### src/rtl/ma_peak_detector.sv
// Peak detector for the smoothed sample stream: level-gated candidate tracking,
// hysteresis-confirmed maxima, refractory window, and peak readout registers.
module ma_peak_detector #(
   parameter int unsigned WIDTH     = 8,
   parameter int unsigned CNT_W     = 16,
   parameter int unsigned MIN_LEVEL = 32,
   parameter int unsigned HYST      = 4,
   parameter int unsigned REFRACT   = 3
) (
   input  logic             clk,
   input  logic             rst,
   input  logic [WIDTH-1:0] in_data,
   input  logic             in_valid,
   output logic             peak_valid,
   output logic [WIDTH-1:0] peak_value,
   output logic [CNT_W-1:0] peak_index,
   output logic [CNT_W-1:0] peak_count,
   output logic [1:0]       state_o
);

   localparam int unsigned RC_W = (REFRACT < 2) ? 1 : $clog2(REFRACT + 1);

   typedef enum logic [1:0] {
      S_SEARCH  = 2'd0,
      S_TRACK   = 2'd1,
      S_REFRACT = 2'd2
   } state_t;

   state_t           r_state;
   logic [CNT_W-1:0] r_sample_idx;
   logic [WIDTH-1:0] r_max_val;
   logic [CNT_W-1:0] r_max_idx;
   logic [RC_W-1:0]  r_refract_cnt;
   logic             r_peak_valid;
   logic [WIDTH-1:0] r_peak_value;
   logic [CNT_W-1:0] r_peak_index;
   logic [CNT_W-1:0] r_peak_count;

   state_t           w_state_nxt;
   logic [WIDTH-1:0] w_max_val_nxt;
   logic [CNT_W-1:0] w_max_idx_nxt;
   logic [RC_W-1:0]  w_refract_nxt;
   logic             w_confirm;
   logic [WIDTH-1:0] w_drop;

   always_comb begin
      w_state_nxt   = r_state;
      w_max_val_nxt = r_max_val;
      w_max_idx_nxt = r_max_idx;
      w_refract_nxt = r_refract_cnt;
      w_confirm     = 1'b0;
      // Only meaningful in the non-rising TRACK branch, where it cannot underflow.
      w_drop        = r_max_val - in_data;
      if (in_valid) begin
         case (r_state)
            S_SEARCH: begin
               if (32'(in_data) >= MIN_LEVEL) begin
                  w_state_nxt   = S_TRACK;
                  w_max_val_nxt = in_data;
                  w_max_idx_nxt = r_sample_idx;
               end
            end
            S_TRACK: begin
               if (in_data > r_max_val) begin
                  w_max_val_nxt = in_data;
                  w_max_idx_nxt = r_sample_idx;
               end else if (32'(w_drop) >= HYST) begin
                  w_confirm = 1'b1;
                  if (REFRACT > 0) begin
                     w_state_nxt   = S_REFRACT;
                     w_refract_nxt = RC_W'(REFRACT);
                  end else begin
                     w_state_nxt = S_SEARCH;
                  end
               end
            end
            S_REFRACT: begin
               w_refract_nxt = r_refract_cnt - RC_W'(1);
               if (r_refract_cnt == RC_W'(1)) begin
                  w_state_nxt = S_SEARCH;
               end
            end
            default: begin
               w_state_nxt = S_SEARCH;
            end
         endcase
      end
   end

   always_ff @(posedge clk) begin
      if (rst) begin
         r_state       <= S_SEARCH;
         r_sample_idx  <= '0;
         r_max_val     <= '0;
         r_max_idx     <= '0;
         r_refract_cnt <= '0;
         r_peak_valid  <= 1'b0;
         r_peak_value  <= '0;
         r_peak_index  <= '0;
         r_peak_count  <= '0;
      end else begin
         r_state       <= w_state_nxt;
         r_max_val     <= w_max_val_nxt;
         r_max_idx     <= w_max_idx_nxt;
         r_refract_cnt <= w_refract_nxt;
         r_peak_valid  <= w_confirm;
         if (in_valid) begin
            r_sample_idx <= r_sample_idx + CNT_W'(1);
         end
         if (w_confirm) begin
            r_peak_value <= r_max_val;
            r_peak_index <= r_max_idx;
            if (r_peak_count != '1) begin
               r_peak_count <= r_peak_count + CNT_W'(1);
            end
         end
      end
   end

   assign peak_valid = r_peak_valid;
   assign peak_value = r_peak_value;
   assign peak_index = r_peak_index;
   assign peak_count = r_peak_count;
   assign state_o    = r_state;

endmodule
### config.mk
export PLATFORM = sky130hd
export DESIGN_NAME = ma_peak_detector
export DESIGN_NICKNAME = d
export VERILOG_FILES = /design/src/rtl/ma_peak_detector.sv
export SDC_FILE = /design/constraint.sdc
export NUM_CORES = 1
export LEC_CHECK = 0
export CAP_MARGIN = 40
export CORE_MARGIN = 8
export CORE_UTILIZATION = 54
export CTS_CLUSTER_DIAMETER = 100
export DETAILED_ROUTE_END_ITERATION = 10
export GPL_TIMING_DRIVEN = 0
export MAX_ROUTING_LAYER = met4
export PLACE_DENSITY = 0.85
export SLEW_MARGIN = 20
export SYNTH_ARGS = -nofsm -noshare
export SYNTH_HDL_FRONTEND = slang
export SYNTH_SLANG_ARGS = --single-unit
### constraint.sdc
create_clock -name clk -period 3.7 [get_ports clk]
set_clock_uncertainty 0.2 [all_clocks]
set_input_delay 0.74 -clock clk [delete_from_list [all_inputs] [get_ports clk]]
set_output_delay 0.74 -clock clk [all_outputs]
set_load 0.03 [all_outputs]
==> impl_summary.log <==
[metrics] area share of the largest cell type after synthesis: 0.449
[metrics] Final setup violation count: 0
[metrics] library cell with the largest summed area after synthesis: dfxtp_1
[metrics] nature of the critical path endpoint: flop
[metrics] worst hold path class: reg -> reg
[metrics] antenna diode instance count: 0
[metrics] delay of the slowest critical-path stage: 0.50 ns
[metrics] x dimension of the die: 99.8 um
[metrics] I/O pin count: 54
[metrics] maximum VDD drop: 0.000281 V
[metrics] number of routed nets with antenna violations: 0
[metrics] RR Endpoint: peak_index[11]
[metrics] Storage cell area: 1700 sq um
[metrics] part of the Yosys area used for sequential elements: 0.449
[metrics] achievable frequency: 0.286 GHz
[metrics] power density over the cells: 394 nW/um^2
[metrics] Synth warnings: 0
[metrics] startpoint of the most critical hold path: r_max_idx[4]
[metrics] core footprint: 6790 sq um
[metrics] GRT overflow: 0
[metrics] master of the slowest instance on the critical path: clkdlybuf4s50_1
[metrics] post-cts resize count: 0
[metrics] outcome: complete, no violations
[metrics] Worst path most repeated cell: buf_6
[metrics] number of antenna violations at the first check in global routing: 0
[metrics] clock root buffer: clkbuf_8
[metrics] number of vias after detailed routing: 3301
[metrics] leakage power: 1.71 nW
[metrics] Placed Instances: 587
[metrics] leading cell types by total area after synthesis: dfxtp_1 45%, mux2i_1 6.6%, nand2_1 6.1%, nor2_1 5.8%, a21oi_1 5.4%
[metrics] row count: 30
[metrics] initial core utilization: 0.558
[metrics] DP Wirelength: 6.49 mm
[metrics] IO Port Bufs: 51
[metrics] clock tree from TritonCTS: done
[metrics] Crit path arrival time: 3.54 ns
[metrics] Remaining DRCs: 0
[metrics] type of the setup path with the least slack: in -> reg
[metrics] PnR Total Power: 1.83 mW
[metrics] number of cells on the worst reg-to-reg path: 13
[metrics] footprint of the multi-input gates: 1930 sq um
[metrics] detailed-route wire length: 8.94 mm
[metrics] number of buffers added for setup after CTS: 0
[metrics] share of flip-flops with an asynchronous set or reset: 0
[metrics] RSZ-0062 raised after global routing: no
[metrics] EDFF count, synth: 0
[metrics] clock latency reported for the late side of the worst-skew pair: 0.35 ns
[metrics] H-tree depth: 3
[metrics] slew at the pin closest to its max-slew limit: 0.544 ns
[metrics] routed vias/inst: 5.47
[metrics] buffer depth of the longest clock path: 2
[metrics] area delta synth->final: 22.6%
[metrics] total die area: 9950 sq um
[metrics] worst-case register-to-register setup slack: 0.72 ns
[metrics] number of buffers added by the clock tree synthesis step: 9
[metrics] Hold Path Depth: 2
[metrics] peak fanout along the critical path: 10
[metrics] final hold violation count: 0
[metrics] GP Congestion: 0.873
[metrics] filler cell count in the final layout: 516
[metrics] CP Data Required Time: 3.74 ns
[metrics] clock transition at the register clock pins on the worst setup and hold paths after CTS: 0.09 ns
[metrics] number of distinct library cells after synthesis: 49
[metrics] met3 Resource Use GR: 0.0440
[metrics] Initial DRT Pass Iterations: 4
[metrics] Die Span Y: 99.8 um
[metrics] Worst R2R Start: r_max_val[0]
[metrics] Slew Viols, Final: 0
[metrics] global-route wire length before repair: 15.3 mm
[metrics] global-route met1 utilization: 0.212
[metrics] gate count of the mapped netlist: 440
[metrics] final critical path time including I/O delays and setup: 3.50 ns
[metrics] number of flip-flops and latches in the synthesized netlist: 85
[metrics] summed instance area of the synthesized netlist: 3790 sq um
[metrics] fraction of layout cells with a size suffix above 1: 0.0690
[metrics] GR Util met2: 0.329
[metrics] CP cell instances: clkdlybuf4s50_1, ha_1, inv_1, fa_1, a21o_1, a211oi_1, nor3b_1, o211a_1, a21oi_1, buf_6, buf_6, mux2i_1, nor2_1
[metrics] reported max-cap violation count: 0
[metrics] fin crit share: 0.946
[metrics] element type at the critical path start: primary input
[metrics] Max-Slew Margin vs Limit: 0.637
[metrics] CTS Hold Buffers Added: 0
[metrics] Iter 0 DRT Violations: 184
[metrics] detailed-route wire length per cell: 14.8 um
[metrics] Worst Hold Endpoint: r_max_idx[4]
[metrics] non-filler cells, final: 603
[metrics] number of global-route vias before repair: 3279
[metrics] pin count of the biggest net entering global routing: 17
[metrics] GRT Total Usage: 0.193
[metrics] Avg Synthesized Cell Area: 8.61 sq um
[metrics] post-synth net total: 463
[metrics] total number of nets in the final design: 525
[metrics] number of sinks handled by clock tree synthesis: 85
[metrics] most common flop cell mapped by yosys: dfxtp_1
[metrics] GRT busiest layer: met2
## critical path, delay by kind of cell
kind	cells	cell delay, ns
adder cells (fa/ha/maj)	2	0.59
buffers and inverters	4	0.95
multiplexers	1	0.24
AO/OA/AOI/OAI	4	0.88
AND/OR/NAND/NOR	2	0.14
## where the power goes
| group | switching, mW | internal (mW) | total [mW] |
|---|---|---|---|
| logic | 0.0957 | 0.0607 | 0.156 |
| clock network | 0.350 | 0.390 | 0.739 |
| registers | 0.0119 | 0.925 | 0.937 |
## flip-flops by register name, indices dropped and copies added, names as in the netlist
name and cells:
peak_index 16, r_max_val 8, r_sample_idx 16, peak_count 16, state_o 2, r_max_idx 16
peak_value 8, peak_valid 1, r_refract_cnt 2
## synthesized netlist by cell type (9+ instances only)
| master | count |
|---|---|
| nand3_1 | 15 |
| inv_1 | 14 |
| nand2_1 | 62 |
| nor2_1 | 59 |
| ha_1 | 11 |
| a21oi_1 | 41 |
| nor2b_1 | 9 |
| xor2_1 | 11 |
| clkbuf_1 | 12 |
| dfxtp_1 | 85 |
| mux2i_1 | 25 |
## placed cells by master (no fill, tap or decap), types with 5 or more instances in the layout
cell type / netlist / layout
a21oi_1: 41 / 41
and3_1: 7 / 7
clkbuf_1: 12 / 12
clkbuf_8: 0 / 9
clkdlybuf4s50_1: 0 / 51
dfxtp_1: 85 / 85
ha_1: 11 / 11
inv_1: 14 / 14
mux2_2: 5 / 5
mux2i_1: 25 / 25
nand2_1: 62 / 62
nand2b_1: 6 / 6
nand3_1: 15 / 15
nand4_1: 6 / 6
nor2_1: 59 / 59
nor2b_1: 9 / 9
o21ai_0: 7 / 7
or3_1: 5 / 5
xnor2_1: 5 / 5
xor2_1: 11 / 11
## cell families after synthesis
family / synth area share
adder cells (fa/ha/maj): 0.0416
buffers and inverters: 0.0409
multiplexers: 0.0809
XOR/XNOR: 0.0370
AND/OR/NAND/NOR: 0.234
AO/OA/AOI/OAI: 0.116
flip-flops: 0.449
## layout make-up
class / count / area share
multi-input cells: 321 / 0.416
flip-flops and latches: 85 / 0.366
repair buffers: 51 / 0.110
clock buffers: 9 / 0.0267
well taps: 96 / 0.0259
clock inverters: 7 / 0.0221
plain buffers: 20 / 0.0221
inverters: 14 / 0.0113
## through the flow
stage	TNS, ns	setup WS (ns)	cell area [sq um]	utilization	hold WS [ns]
global route	0	0.0294	4650	0.684	0.283
detailed placement	-3.34	-0.147	4420	0.650	0.249
global placement	-1.22	-0.0769	4420	0.650	0.244
CTS	0	0.215	4650	0.684	0.267
finish	0	0.200	4650	0.684	0.265
floorplan	0	0.673	3790	-	0.236
## layer usage
| layer | up-vias | wire length (um) |
|---|---|---|
| met5 | - | 0 |
| met4 | 0 | 191 |
| met3 | 22 | 444 |
| met2 | 87 | 4430 |
| met1 | 1560 | 3870 |
| li1 | 1632 | - |
## worst max path at each step
stage                     from        endpoint  slack, ns  depth (start not counted)
finish              in_data[0]  peak_index[11]       0.20                         13
global route        in_data[0]   peak_index[7]       0.03                         13
CTS                 in_data[0]  peak_index[11]       0.21                         13
detailed placement  in_data[0]  peak_index[11]      -0.15                         13
global placement    in_data[0]  peak_count[11]      -0.08                         11
floorplan           in_data[0]  peak_count[11]       0.67                         10
No activity file was read; power rests on OpenSTA's default activity.
